[config.mk]
export PLATFORM = sky130hd
export DESIGN_NAME = op_exec_unit
export DESIGN_NICKNAME = d
export VERILOG_FILES = /design/src/rtl/op_exec_pkg.sv /design/src/rtl/op_call_stack.sv /design/src/rtl/op_exec_unit.sv
export SDC_FILE = /design/constraint.sdc
export NUM_CORES = 1
export LEC_CHECK = 0
export ABC_CLOCK_PERIOD_IN_PS = 4870
export BUFFER_PORTS_ARGS = -buffer_cell sky130_fd_sc_hd__buf_2
export CAP_MARGIN = 5
export CORE_UTILIZATION = 46
export DETAILED_ROUTE_END_ITERATION = 8
export SETUP_SLACK_MARGIN = 0.02
export SYNTH_ARGS = -nofsm -noshare
export SYNTH_HDL_FRONTEND = slang
export SYNTH_SLANG_ARGS = --single-unit
[constraint.sdc]
create_clock -name clk -period 4.87 [get_ports clk]
set_clock_uncertainty 0.15 [all_clocks]
set_input_delay 0.487 -clock clk [delete_from_list [all_inputs] [get_ports clk]]
set_output_delay 0.487 -clock clk [all_outputs]
set_load 0.02 [all_outputs]
[src/rtl/op_exec_pkg.sv]
// Shared types for the 8-bit immediate execute stage: opcodes, register names
// and the execute FSM states.
package op_exec_pkg;

    typedef enum logic [2:0] {
        ADDI = 3'd0,
        SUBI = 3'd1,
        ANDI = 3'd2,
        XORI = 3'd3,
        JMP  = 3'd4,
        JMPC = 3'd5,
        CALL = 3'd6
    } op_t;

    typedef enum logic [1:0] {
        REG0 = 2'd0,
        REG1 = 2'd1,
        REG2 = 2'd2,
        REG3 = 2'd3
    } reg_t;

    localparam logic [2:0] OP_RET = 3'd7;

    typedef enum logic {
        RUN  = 1'b0,
        HALT = 1'b1
    } state_t;

endpackage

[src/rtl/op_call_stack.sv]
// Return-address stack: a fill pointer plus an entry array. Push on full and
// pop on empty are ignored here; the execute stage turns them into faults.
module op_call_stack
    import op_exec_pkg::*;
#(
    parameter int STACK_DEPTH = 4,
    parameter int PC_W        = 8
) (
    input  logic            clk,
    input  logic            rst_n,
    input  logic            push,
    input  logic            pop,
    input  logic [PC_W-1:0] din,
    output logic [PC_W-1:0] dout,
    output logic            full,
    output logic            empty
);
    localparam int AW = $clog2(STACK_DEPTH);

    logic [AW:0]     ptr_q, ptr_d;
    logic [PC_W-1:0] mem_q [STACK_DEPTH];
    logic [AW-1:0]   top_idx;

    assign full    = (ptr_q == (AW+1)'(STACK_DEPTH));
    assign empty   = (ptr_q == '0);
    assign top_idx = AW'(ptr_q - 1'b1);
    assign dout    = mem_q[top_idx];

    always_comb begin
        ptr_d = ptr_q;
        if (push && !full)
            ptr_d = ptr_q + 1'b1;
        else if (pop && !empty)
            ptr_d = ptr_q - 1'b1;
    end

    always_ff @(posedge clk) begin
        if (!rst_n)
            ptr_q <= '0;
        else
            ptr_q <= ptr_d;
    end

    // Entry contents need no reset; only the pointer defines what is live.
    always_ff @(posedge clk) begin
        if (push && !full)
            mem_q[ptr_q[AW-1:0]] <= din;
    end

endmodule

[src/rtl/op_exec_unit.sv]
// Execute stage: register file, carry, PC and call stack updated at the accept
// edge, with a registered one-cycle result pulse. OP_EXEC_RET_EN enables RET.
module op_exec_unit
    import op_exec_pkg::*;
#(
    parameter int STACK_DEPTH = 4,
    parameter int PC_W        = 8
) (
    input  logic            clk,
    input  logic            rst_n,
    input  logic            in_valid,
    output logic            in_ready,
    input  logic [2:0]      in_op,
    input  logic [1:0]      in_rd,
    input  logic [7:0]      in_imm,
    output logic            out_valid,
    output logic [7:0]      out_rd_val,
    output logic [PC_W-1:0] out_pc,
    output logic            out_carry,
    output logic            err
);
    state_t          state_q;
    logic [3:0][7:0] regs_q, regs_d;
    logic            carry_q, carry_d;
    logic [PC_W-1:0] pc_q, pc_d, pc_inc, imm_pc;
    logic            err_d, halt_d, push, pop;
    logic [7:0]      rd_old;
    logic [8:0]      sum;
    logic            accept;
    logic [PC_W-1:0] stk_dout;
    logic            stk_full, stk_empty;
    op_t             op;

    assign op       = op_t'(in_op);
    assign in_ready = rst_n && (state_q == RUN);
    assign accept   = in_valid && in_ready;
    assign pc_inc   = pc_q + 1'b1;
    assign imm_pc   = PC_W'(in_imm);
    assign rd_old   = regs_q[in_rd];

    always_comb begin
        regs_d  = regs_q;
        carry_d = carry_q;
        pc_d    = pc_inc;
        err_d   = 1'b0;
        halt_d  = 1'b0;
        push    = 1'b0;
        pop     = 1'b0;
        sum     = '0;
        case (op)
            ADDI: begin
                sum           = {1'b0, rd_old} + {1'b0, in_imm};
                regs_d[in_rd] = sum[7:0];
                carry_d       = sum[8];
            end
            SUBI: begin
                // The wrapped ninth bit of the difference is the borrow.
                sum           = {1'b0, rd_old} - {1'b0, in_imm};
                regs_d[in_rd] = sum[7:0];
                carry_d       = sum[8];
            end
            ANDI: regs_d[in_rd] = rd_old & in_imm;
            XORI: regs_d[in_rd] = rd_old ^ in_imm;
            JMP:  pc_d = imm_pc;
            JMPC: if (carry_q) pc_d = imm_pc;
            CALL: begin
                if (stk_full) begin
                    err_d  = 1'b1;
                    halt_d = 1'b1;
                    pc_d   = pc_q;
                end else begin
                    push = accept;
                    pc_d = imm_pc;
                end
            end
            default: begin
`ifdef OP_EXEC_RET_EN
                if (stk_empty) begin
                    err_d  = 1'b1;
                    halt_d = 1'b1;
                    pc_d   = pc_q;
                end else begin
                    pop  = accept;
                    pc_d = stk_dout;
                end
`else
                err_d = 1'b1;
`endif
            end
        endcase
    end

`ifndef OP_EXEC_RET_EN
    logic unused_stk;
    assign unused_stk = ^{stk_dout, stk_empty};
`endif

    op_call_stack #(
        .STACK_DEPTH(STACK_DEPTH),
        .PC_W       (PC_W)
    ) u_stack (
        .clk  (clk),
        .rst_n(rst_n),
        .push (push),
        .pop  (pop),
        .din  (pc_inc),
        .dout (stk_dout),
        .full (stk_full),
        .empty(stk_empty)
    );

    always_ff @(posedge clk) begin
        if (!rst_n) begin
            state_q    <= RUN;
            regs_q     <= '0;
            carry_q    <= 1'b0;
            pc_q       <= '0;
            out_valid  <= 1'b0;
            out_rd_val <= '0;
            out_pc     <= '0;
            out_carry  <= 1'b0;
            err        <= 1'b0;
        end else begin
            out_valid <= accept;
            err       <= accept && err_d;
            if (accept) begin
                regs_q     <= regs_d;
                carry_q    <= carry_d;
                pc_q       <= pc_d;
                out_rd_val <= regs_d[in_rd];
                out_pc     <= pc_d;
                out_carry  <= carry_d;
                if (halt_d)
                    state_q <= HALT;
            end
        end
    end

endmodule

; ---- After elaboration in Yosys (flattened, before gate mapping)
; Index checks and enable logic that the tools add are counted.
[totals]
reg_bits = 55
inputBits = 16
word_cells = 60
[op_classes]
addsub = 4
magnitude_cmp = 2
eq_ne = 8
muxes = 20
bitwise_logic = 3
n_reduce_logical = 12
[op_table]
columns = cell, count
row1 = $bwmux W32, 4
row2 = $pmux W32 S4, 1
row3 = $mux W8, 5
row4 = $bmux W8 S2, 2
row5 = $pmux W8 S3, 1
row6 = $demux W8 S2, 1
row7 = $eq A3 B3 Y1 const B, 4
row8 = $add A8 B8 Y9, 1
row9 = $sub A8 B8 Y9, 1
row10 = $add A8 B1 Y8 const B, 1
row11 = $and A8 B8 Y8, 1
row12 = $xor A8 B8 Y8, 1
row13 = $eq A3 B2 Y1 const B, 2
row14 = $reduce_and A2 Y1, 3
row15 = $reduce_or A6 Y1, 1
row16 = $logic_and A1 B1 Y1, 5
row17 = $mux W1, 4
row18 = $pmux W1 S2, 2
row19 = $add A3 B1 Y3 const B, 1
row20 = $eq A3 B1 Y1 const B, 1
row21 = $logic_not A3 Y1, 1
row22 = $lt A2 B3 Y1 const B, 1
row23 = $ge A2 B1 Y1 const B, 1
row24 = $ne A2 B2 Y1 const B, 1
row25 = 3 further kinds, 3

; ---- Logic depth before layout (Yosys ltp)
[depth]
word_depth = 8
ltp_mapped = 12
mapped_depth_nobuf = 11

; ---- Cells and area by module
; From an unflattened synthesis, not the netlist that was laid out.
[unflattened]
cells_unflattened = 510
area_unflattened_um2 = 5104.9
[modules_own_cells]
columns = module, instances, cells_each, area_per_inst_um2
row1 = op_exec_unit, 1, 434, 3651.0
row2 = op_call_stack, 1, 76, 1453.9

; ---- Worst setup path after synthesis
; No wires, ideal clock.
[synth_path]
path_type = input to register
from = input port in_rd[0]
to = register out_rd_val[6]
setup_ns = 0.066
arrival_time_ns = 3.414
t_required_ns = 4.654
path_slack_ns = 1.240
cell_stages = 11
n_path_buf = 2
path_cell_list = clkbuf_1 > buf_2 > mux4_2 > ha_1 > o21bai_2 > a211o_1 > a211o_1 > and3_4 > or2_0 > o221a_1 > a21oi_2
[synth_via]
elab_chain_cells = 8
elab_cells_between_ends = 18
[synth_rtl]
columns = item, line
row1 = start: declaration, op_exec_unit.sv:14  ; input logic [1:0] in_rd,
row2 = branches (longest 6 deep; another with $sub A8 B8 Y9), --
row3 = $bmux W8 S2 *, op_exec_unit.sv:130  ; out_rd_val <= regs_d[in_rd];
row4 = $mux W8 (not written as such) *, op_exec_unit.sv:130
row5 = end signal: assignment, op_exec_unit.sv:130
row6 = end: declaration, op_exec_unit.sv:17  ; output logic [7:0] out_rd_val,
; Mark *: on every way between the ends. The select of a mux whose other input is x is not followed.
; A chain may end at the register's enable or synchronous reset.

; ---- Worst setup path in the final report
; Ends and elaborated chain as after synthesis.

==> results_dict.tcl <==
set metrics [dict create \
    endpoint_kind "flop" \
    fp.dieW_um 86.98 \
    portBuffers 35 \
    htreeDepth 2 \
    critPathLaunchType "input pin" \
    grt_pass1_vias 2618 \
    dp_cells 510 \
    place_congestion 0.8570 \
    cts_max_path_buffers 2 \
    ir_drop_v 0.0001652 \
    worstMarginPinSlew_ps 873.4 \
    multi_input_area_mm2 0.002033 \
    dieArea_mm2 0.007566 \
    antenna_found_initial 0 \
    r2r_setup_slack_ps 1780 \
    start_util_pct 48.36 \
    drive_above_1_share_pct 15.17 \
    antenna_cells 0 \
    overflow 0 \
    layout_commonest_cell "o21ai_0" \
    ys_warn_count 0 \
    layout.nets 460 \
    ys.flop_type "dfxtp_1" \
    cts_resized 0 \
    synth_cell_type_count 54 \
    path_class "input pin to flop" \
    avgSynthCellArea_um2 8.284 \
    path_max_fanout 16 \
    grt_max_degree 54 \
    arrival_ps 3500 \
    ys_ff_latch 55 \
    drt-pass1-iter-count 4 \
    viasPerCell 5.747 \
    cts_tree "done" \
    postCtsSetupRepairBufs 0 \
    pin_count 36 \
    regArea_mm2 0.001101 \
    slew_headroom_pct 41.38 \
    synth_cells 401 \
    tns_ps 0 \
    via_count 2977 \
    drc 0 \
    routed_wl_mm 8.358 \
    clock_latency_ps 310 \
    rsz0062_at_grt "false" \
    seq_area_frac_synth_pct 33.15 \
    area_growth_pct 10.51 \
    wl_per_cell_um 16.14 \
    coreArea_mm2 0.006869 \
    fmax_mhz 294.3 \
    cp.required_ps 4970 \
    cts_hold_buf 0 \
    synthArstFlopShare_pct 0 \
    path_clk_slew_ps 100 \
    hold_viol 0 \
    setup_viol 0 \
    cts_sinks 55 \
    synth_area_mm2 0.003322 \
    layout_common_cells "59 x o21ai_0, 55 x dfxtp_1, 41 x nand3_1" \
    ctsRootBufferMaster "clkbuf_8" \
    hp-class "flop to flop" \
    chipHeight_um 86.98 \
    synth_fp_nets 440 \
    layout_min_cycle_time_ps 3398 \
    slew_viol_final 0 \
    fillers 678 \
    drt_iter0_drc 154 \
    cts_buffers 5 \
    grt_usage_pct 23.10 \
    final_cells 518 \
    grt_first_pass_wirelength_mm 13.41 \
    p_leak_nw 1.509 \
    drv_cap 0 \
    drtAntennaViolNets 0 \
    outcome "complete, no violations" \
    rows 30 \
    post-route-period-util_pct 69.78 \
    synth-edff-count 0 \
    p_per_area_mw_per_mm2 267.0 \
    dp_hpwl_mm 6.004 \
]
[cell families after synthesis]
logic type               after synthesis  synth area share, %
AO/OA/AOI/OAI                        129                23.31
adder cells (fa/ha/maj)               23                9.115
AND/OR/NAND/NOR                      123                18.95
flip-flops                            55                33.15
multiplexers                          15                7.721
buffers and inverters                 48                5.649
XOR/XNOR                               8                2.109
[sequential cells by signal, indices dropped and copies added (netlist names)]
register       count
err                1
state_q            1
regs_q            32
out_valid          1
pc_q               8
out_rd_val         8
carry_q            1
u_stack.ptr_q      3
[cell usage after synthesis (all sizes together), types with 2 or more instances]
cell type	number	area [um2]
a211o	2	17.52
a211oi	2	15.01
a21oi	31	158.9
a31o	4	35.04
a31oi	2	12.51
a32oi	2	17.52
and2	10	62.56
and3	6	42.54
buf	8	37.53
clkbuf	17	63.81
dfxtp	55	1101
fa	2	40.04
ha	21	262.8
inv	23	86.33
mux2	2	22.52
mux2i	5	50.05
mux4	8	183.9
nand2	18	67.56
nand2b	2	12.51
nand3	41	205.2
nand3b	2	15.01
nor2	20	75.07
nor2b	7	43.79
nor3	7	35.03
nor3b	4	30.03
o211ai	2	15.01
o21a	2	16.27
o21ai	63	315.3
o21bai	4	33.78
o311a	2	20.02
o31ai	5	37.54
or3	3	18.77
xnor2	5	43.79
xor2	3	26.28
[final cells by class]
class | count | area share [%]
clock inverter | 2 | 1.636
inverter | 23 | 2.352
multi-input combinational | 298 | 55.39
clock buffer | 6 | 1.977
sequential | 55 | 29.99
timing repair buffer | 38 | 5.385
tap | 96 | 3.272
[power by group]
group          switching [mW]  internal (mW)
clock network           0.153          0.206
registers             0.00655          0.461
logic                  0.0995         0.0545
total                   0.259          0.722
[path summary, 6_finish.rpt]
check / from / end / depth (start not counted)
worst max-delay path: in_rd[0] / out_rd_val[6]$_SDFFE_PN0P_ / 10
worst min-delay path: regs_q[30]$_SDFFE_PN0P_ / regs_q[30]$_SDFFE_PN0P_ / 2
worst max register to register: regs_q[28]$_SDFFE_PN0P_ / out_rd_val[6]$_SDFFE_PN0P_ / 9
worst min register to register: regs_q[30]$_SDFFE_PN0P_ / regs_q[30]$_SDFFE_PN0P_ / 2
[per-stage QoR]
step	util [%]	setup WS, ps	power (mW)	hold WS, ps	instance area (um2)
2_1_floorplan	-	1240	0.5866	283.5	3322
3_3_place_gp	51.51	1240	0.6303	292.1	3538
3_5_place_dp	51.51	1175	0.6314	301.7	3538
4_1_cts	53.44	1499	0.9891	317.4	3671
5_1_grt	53.44	1348	1.027	320.8	3671
6_report	53.44	1472	0.9802	317.7	3671
[critical path: stages]
cell and delay (ps):
buf_2 340, mux4_2 610, ha_1 460, nor2_1 100, a211o_1 320, a211o_1 350
and3_4 200, or2_0 230, o221a_1 280, a21oi_2 110
[metal layers]
| layer | vias to the layer above | track usage (%) | part of all wire [%] |
|---|---|---|---|
| li1 | 1475 | - | - |
| met1 | 1413 | 31.90 | 48 |
| met2 | 83 | 38.58 | 47 |
| met3 | 6 | 3.318 | 4.2 |
| met4 | 0 | 4.394 | 0.86 |
| met5 | - | 0 | 0 |
Note: power is estimated with default switching activity, not from simulation.
